**config.mk**
```make
export PLATFORM = sky130hd
export DESIGN_NAME = ram_arbiter
export DESIGN_NICKNAME = d
export VERILOG_FILES = /design/src/rtl/ram_arbiter.sv
export SDC_FILE = /design/constraint.sdc
export NUM_CORES = 1
export LEC_CHECK = 0
export CELL_PAD_IN_SITES_DETAIL_PLACEMENT = 0
export CELL_PAD_IN_SITES_GLOBAL_PLACEMENT = 1
export CORE_MARGIN = 5
export CORE_UTILIZATION = 24
export CTS_CLUSTER_SIZE = 10
export DETAILED_ROUTE_END_ITERATION = 12
export PLACE_DENSITY = 0.78
export SLEW_MARGIN = 25
export SYNTH_ARGS = -nofsm -noshare
export SYNTH_HDL_FRONTEND = slang
export SYNTH_SLANG_ARGS = --single-unit
```
**constraint.sdc**
```tcl
create_clock -name clk -period 2 [get_ports clk]
set_clock_uncertainty 0.1 [all_clocks]
set_input_delay 0.4 -clock clk [delete_from_list [all_inputs] [get_ports clk]]
set_output_delay 0.4 -clock clk [all_outputs]
set_load 0.005 [all_outputs]
```
**src/rtl/ram_arbiter.sv**
```systemverilog
// ----------------------------------------------------------------------------
// ram_arbiter
//
// Shares one single-port synchronous RAM between the SC/MP CPU bus and a
// debug/loader master (e.g. a UART monitor). Runs on the RAM clock, which is
// at least twice the CPU clock, and sits between the CPU strobes and the RAM.
//
//   - The CPU has priority. A debug transaction gets a fixed two-clock slot
//     (address phase, then data phase). The CPU is held off (cpu_hold) for the
//     length of the slot, and the slot is never aborted.
//   - A CPU write to the ROM image or to the keyboard/display window is
//     dropped and reported with a one-clock wp_err pulse. Debug writes bypass
//     this protection so the loader can fill the ROM image.
//
// Ports
//   clk, reset                 RAM clock; asynchronous active-high reset
//   cpu_rd, cpu_wr             CPU strobes (level, many clk long)
//   cpu_addr, cpu_wdata        CPU address / write data
//   cpu_rdata                  registered CPU read data
//   cpu_hold                   high while a debug slot owns the RAM
//   dbg_req, dbg_ack           four-phase debug handshake
//   dbg_we, dbg_addr,
//   dbg_wdata, dbg_rdata       debug transaction fields / read data
//   mem_addr, mem_we,
//   mem_wdata, mem_rdata       RAM port (mem_rdata has one clock of latency)
//   wp_err                     one-clock pulse on a suppressed CPU write
// ----------------------------------------------------------------------------
module ram_arbiter #(
    parameter int              AW     = 16,
    parameter int              DW     = 8,
    parameter logic [AW-1:0]   ROM_LO = 16'h7800,
    parameter logic [AW-1:0]   ROM_HI = 16'h7FFF,
    parameter logic [AW-1:0]   IO_LO  = 16'h7000,
    parameter logic [AW-1:0]   IO_HI  = 16'h70FF
) (
    input  logic          clk,
    input  logic          reset,
    // CPU side
    input  logic          cpu_rd,
    input  logic          cpu_wr,
    input  logic [AW-1:0] cpu_addr,
    input  logic [DW-1:0] cpu_wdata,
    output logic [DW-1:0] cpu_rdata,
    output logic          cpu_hold,
    // debug / loader side
    input  logic          dbg_req,
    input  logic          dbg_we,
    input  logic [AW-1:0] dbg_addr,
    input  logic [DW-1:0] dbg_wdata,
    output logic          dbg_ack,
    output logic [DW-1:0] dbg_rdata,
    // RAM side
    output logic [AW-1:0] mem_addr,
    output logic          mem_we,
    output logic [DW-1:0] mem_wdata,
    input  logic [DW-1:0] mem_rdata,
    // status
    output logic          wp_err
);

    typedef enum logic [1:0] {
        IDLE  = 2'd0,
        CPU   = 2'd1,
        DBG_A = 2'd2,
        DBG_D = 2'd3
    } state_t;

    state_t state;
    state_t state_next;

    logic   cpu_act;
    logic   prot;
    logic   dbg_slot;
    logic   wr_done;

    assign cpu_act  = cpu_rd | cpu_wr;
    assign prot     = ((cpu_addr >= ROM_LO) && (cpu_addr <= ROM_HI)) ||
                      ((cpu_addr >= IO_LO)  && (cpu_addr <= IO_HI));
    assign dbg_slot = (state == DBG_A) || (state == DBG_D);

    // ------------------------------------------------------------------
    // Next-state logic. The CPU wins in IDLE; a debug slot is only granted
    // once the previous handshake has fully closed (dbg_ack low).
    // ------------------------------------------------------------------
    always_comb begin
        state_next = state;
        unique case (state)
            IDLE: begin
                if (cpu_act)
                    state_next = CPU;
                else if (dbg_req && !dbg_ack)
                    state_next = DBG_A;
            end
            CPU: begin
                if (!cpu_act)
                    state_next = IDLE;
            end
            DBG_A: state_next = DBG_D;
            // A CPU strobe that arrived during the slot is served directly,
            // without passing through IDLE.
            DBG_D: state_next = cpu_act ? CPU : IDLE;
            default: state_next = IDLE;
        endcase
    end

    // ------------------------------------------------------------------
    // RAM port. Outside the debug slot the CPU address is always presented,
    // so the RAM prefetches the CPU location while still in IDLE and read
    // data is ready one clock after entering CPU.
    // ------------------------------------------------------------------
    always_comb begin
        mem_addr  = dbg_slot ? dbg_addr  : cpu_addr;
        mem_wdata = dbg_slot ? dbg_wdata : cpu_wdata;
        mem_we    = 1'b0;
        unique case (state)
            // wr_done limits a long write strobe to a single RAM write.
            CPU:     mem_we = cpu_wr && !prot && !wr_done;
            // Protection deliberately not applied to the loader.
            DBG_A:   mem_we = dbg_we;
            default: mem_we = 1'b0;
        endcase
    end

    assign cpu_hold = dbg_slot;

    // ------------------------------------------------------------------
    // Registers
    // ------------------------------------------------------------------
    always_ff @(posedge clk or posedge reset) begin
        if (reset) begin
            state     <= IDLE;
            wr_done   <= 1'b0;
            cpu_rdata <= '0;
            dbg_rdata <= '0;
            dbg_ack   <= 1'b0;
            wp_err    <= 1'b0;
        end else begin
            state <= state_next;

            // Armed by every pass through IDLE. It goes high after the first
            // CPU clock, so a strobe writes during its first clock only.
            if (state == IDLE)
                wr_done <= 1'b0;
            else if (state == CPU)
                wr_done <= 1'b1;

            if (state == CPU)
                cpu_rdata <= mem_rdata;

            // The data phase returns what the RAM registered during the
            // address phase. The ack then stays up until the requester drops
            // its request.
            if (state == DBG_D) begin
                dbg_rdata <= mem_rdata;
                dbg_ack   <= 1'b1;
            end else if (dbg_ack && !dbg_req) begin
                dbg_ack   <= 1'b0;
            end

            // Flag a protected write once, on the edge that enters CPU.
            wp_err <= (state_next == CPU) && (state != CPU) && cpu_wr && prot;
        end
    end

endmodule

```
==> impl_results.md <==
- Clock transition time at the flip-flop clock pins of the worst setup and hold paths: 0.07 ns
- Worst hold slack after final layout: 0.362 ns
- Overall overflow remaining after global route: 0
- Post-synthesis net count: 160
- Mux contribution to synthesized area: 39.5%
- CP Cell Sequence: ha_4, nor2_8, buf_6, buf_6, mux2_4, buf_6
- Number of antenna violations at the first check in global routing: 0
- Crit share post-route: 114%
- Die width: 84.2 um
- Count of state elements after synthesis: 21
- First-pass GRT wire length: 7560 um
- Worst min-delay path class: in2async
- Number of placed I/O pins: 106
- HPWL after DPL: 3530 um
- Total number of vias: 1303
- Routed wire per std cell: 15.2 um
- Synthesized area per cell: 14.1 sq um
- Start-to-end type of the worst setup path: reg2out
- Share of layout cells above drive strength 1: 49.1%
- Number of max-cap violations: 0
- Area share of the leading cell type in the synthesized netlist: 39.8%
- Worst Path Arrival: 1.77 ns
- Distinct cells, synth: 23
- Kind of capture point of the worst setup path: primary output
- Simple-Gate Fraction of Synth Area: 8.33%
- Antenna violation net count after detailed routing: 0
- Clk pwr share: 10.7%
- Power per cell area: 873 nW/um^2
- Fmax achieved: 0.440 GHz
- Failing checks: setup timing
- Total Wirelength: 4660 um
- Post-CTS Hold Buffers: 0
- Synth area leader: sky130_fd_sc_hd__dfrtp_1
- Switching power share of the total: 28.1%
- Global placer's final weighted congestion: 0.794
- Top Layer Used: met4
- Net Sw Power: 712 uW
- DRC violation count after routing: 0
- Total clock buffers created by CTS: 3
- Leakage power figure: 1.34 nW
- Slew HR: 74.8%
- Share of power burned in registers: 28.2%
- Post-layout utilization of the core: 53.5%
- Total length of routed met3 wires: 615 um
- Met1 wire length: 1850 um
- Via density: 4.26
- Adder-cell area share of the yosys netlist: 3.79%
- Detailed route wirelength on metal2: 2150 um
- Overall Global Routing Usage: 13.1%
- Initial detailed-routing violation count: 8
- Cell-internal power: 1.83 mW
- Final critical delay including setup and external delays: 2.27 ns
- Input/output buffers: 105
- Count of TritonRoute iterations in the first routing pass: 3
- Worst-Margin Slew: 0.374 ns
- Critical path's slowest cell: sky130_fd_sc_hd__dfrtp_2
- EDFF count, synth: 0
- Peak VDD IR: 703 uV
- TritonCTS clock tree: done
- Post-layout instance count excluding filler cells: 306
- Most used DFF post-synth: sky130_fd_sc_hd__dfrtp_1
- Run status: finished with violations
- Area fraction in compound gates after synthesis: 3.22%
- Part of the Yosys area used for sequential elements: 39.8%
- Most frequent cells after synthesis: sky130_fd_sc_hd__dfrtp_1 (21), sky130_fd_sc_hd__mux2_2 (21), sky130_fd_sc_hd__mux2_4 (19), sky130_fd_sc_hd__ha_1 (4), sky130_fd_sc_hd__inv_1 (4)
- Top cell by count, worst path: sky130_fd_sc_hd__buf_6
- # setup viols final: 26
- Required time of the worst setup path: 1.50 ns
- Max clock buf depth: 2
- Starting density of the core: 24.3%
- Xor/xnor share of the synthesized area: 0%
- Area inside the core boundary: 5440 sq um
- Post-Synthesis Cells: 94
- Worst Slack Setup Final: -0.274 ns
- Post-synth ARST share: 100%
- Final layout net count: 301
- Final Hold Violating Endpoints: 0
- Post-Synthesis Cell Area: 1320 sq um
- Highest net fanout along the worst path: 6
- Via count of the first global-routing pass: 1443
- Yosys warns: 0
- Buffer type at the clock tree root: sky130_fd_sc_hd__clkbuf_8
- Layout overhead on the synthesized area: 120%
- Die area: 7090 sq um
- Pins over their slew limit: 0
- Kind of launch point of the worst setup path: register
- Largest net degree at the start of global routing: 22
- Slowest Stage Delay on Critical Path: 0.45 ns
- Clock latency on the worst-skew pair: 0.26 ns
- Row count: 27
- Clock Sinks: 21
- Total placed cells including tap cells: 281
- Vertical die dimension: 84.2 um
- Combinational family with the most area after synthesis: multiplexers
- H-tree depth reported by CTS: 1
- Portion of total power attributed to combinational logic: 61.0%
- Cell types with the largest area share after synthesis: sky130_fd_sc_hd__dfrtp_1 (40%), sky130_fd_sc_hd__mux2_4 (22%), sky130_fd_sc_hd__mux2_2 (18%), sky130_fd_sc_hd__ha_1 (3.8%), sky130_fd_sc_hd__buf_12 (3.0%)
- RSZ-0062 raised after global routing: yes
- Diode count: 0
-- state kept, by name, indices dropped and copies added, names as in the netlist --
register,count
dbg_rdata,8
state,2
wr_done,1
wp_err,1
cpu_rdata,8
dbg_ack,1
-- power groups by stage --
stage | clock network (mW) | logic [mW] | registers [mW]
2_1_floorplan | 0 | 0.536 | 0.723
3_3_place_gp | 0 | 1.30 | 0.705
3_5_place_dp | 0 | 1.30 | 0.713
4_1_cts | 0.289 | 1.54 | 0.719
5_1_grt | 0.313 | 1.66 | 0.747
6_report | 0.272 | 1.55 | 0.717
-- layout make-up --
cell class                      instances  area, sq um
Clock buffer                            3         41.3
Clock inverter                          1         5.00
Fill cell                             491         2530
Inverter                                4         17.5
Multi-Input combinational cell         65          781
Sequential cell                        21          528
Tap cell                               72         90.1
Timing Repair Buffer                  140         1450
-- kinds of logic (layout without fill, tap and decap cells) --
group | count (synthesis) | count (layout)
AND/OR/NAND/NOR | 15 | 15
buffers and inverters | 8 | 148
AO/OA/AOI/OAI | 6 | 6
flip-flops | 21 | 21
adder cells (fa/ha/maj) | 4 | 4
multiplexers | 40 | 40
-- timing repair --
action / in CTS / in global routing
cloned: 1 / 0
pin swaps: 2 / 2
resized for setup: 161 / 5
setup buffers: 17 / 3
endpoints found under the setup margin: 26 / 26
-- layer usage --
| metal | vias up | GRT usage, % |
|---|---|---|
| li1 | 622 | - |
| met1 | 593 | 15.1 |
| met2 | 85 | 22.5 |
| met3 | 3 | 5.69 |
| met4 | 0 | 3.07 |
| met5 | - | 0 |
-- stage by stage --
step	setup slack, ns	cell area (sq um)	total power [mW]	setup TNS (ns)
detailed placement	-0.391	2520	2.01	-6.73
CTS	-0.342	2870	2.55	-7.64
global route	-0.351	2910	2.72	-7.97
global placement	-0.387	2520	2.00	-6.69
finish	-0.274	2910	2.54	-6.04
floorplan	0.117	1320	1.26	0
-- worst max-delay path, delay by kind of cell (launching register included) --
kind,cells,cell delay (ns)
multiplexers,1,0.30
flip-flops,1,0.45
adder cells (fa/ha/maj),1,0.19
AND/OR/NAND/NOR,1,0.21
buffers and inverters,3,0.37
-- final timing paths --
check,end,slack [ns],cells after the start,start
min,dbg_rdata[7],0.36,3,reset
max in group asynchronous,state[1],1.21,3,reset
min reg2reg,wr_done,0.40,2,wr_done
max,mem_addr[13],-0.27,6,state[1]
max reg2reg,wp_err,0.25,7,state[1]
min in group clk,wr_done,0.40,2,wr_done
-- placed cells by master (no fill, tap or decap) --
| master | n |
|---|---|
| sky130_fd_sc_hd__a32o_1 | 1 |
| sky130_fd_sc_hd__nor2_8 | 1 |
| sky130_fd_sc_hd__nor2_1 | 2 |
| sky130_fd_sc_hd__and4b_1 | 2 |
| sky130_fd_sc_hd__nor3_1 | 3 |
| sky130_fd_sc_hd__clkdlybuf4s50_1 | 79 |
| sky130_fd_sc_hd__and2_1 | 1 |
| sky130_fd_sc_hd__or2b_1 | 1 |
| sky130_fd_sc_hd__o2111ai_1 | 1 |
| sky130_fd_sc_hd__inv_1 | 1 |
| sky130_fd_sc_hd__buf_16 | 1 |
| sky130_fd_sc_hd__inv_4 | 1 |
| sky130_fd_sc_hd__mux2_4 | 24 |
| sky130_fd_sc_hd__buf_12 | 1 |
| sky130_fd_sc_hd__nor2b_1 | 1 |
| sky130_fd_sc_hd__dfrtp_1 | 19 |
| sky130_fd_sc_hd__ha_1 | 1 |
| sky130_fd_sc_hd__inv_2 | 2 |
| sky130_fd_sc_hd__a21oi_1 | 1 |
| sky130_fd_sc_hd__clkbuf_8 | 3 |
| sky130_fd_sc_hd__ha_4 | 3 |
| sky130_fd_sc_hd__or3b_1 | 1 |
| sky130_fd_sc_hd__dfrtp_2 | 2 |
| sky130_fd_sc_hd__buf_2 | 2 |
| sky130_fd_sc_hd__mux2_2 | 16 |
| sky130_fd_sc_hd__clkinv_2 | 1 |
| sky130_fd_sc_hd__nor4_1 | 2 |
| sky130_fd_sc_hd__a21o_2 | 1 |
| sky130_fd_sc_hd__buf_6 | 45 |
| sky130_fd_sc_hd__buf_4 | 12 |
| sky130_fd_sc_hd__o21ai_0 | 2 |
| sky130_fd_sc_hd__nand2b_1 | 1 |
Power figures use the tool's default switching activity.
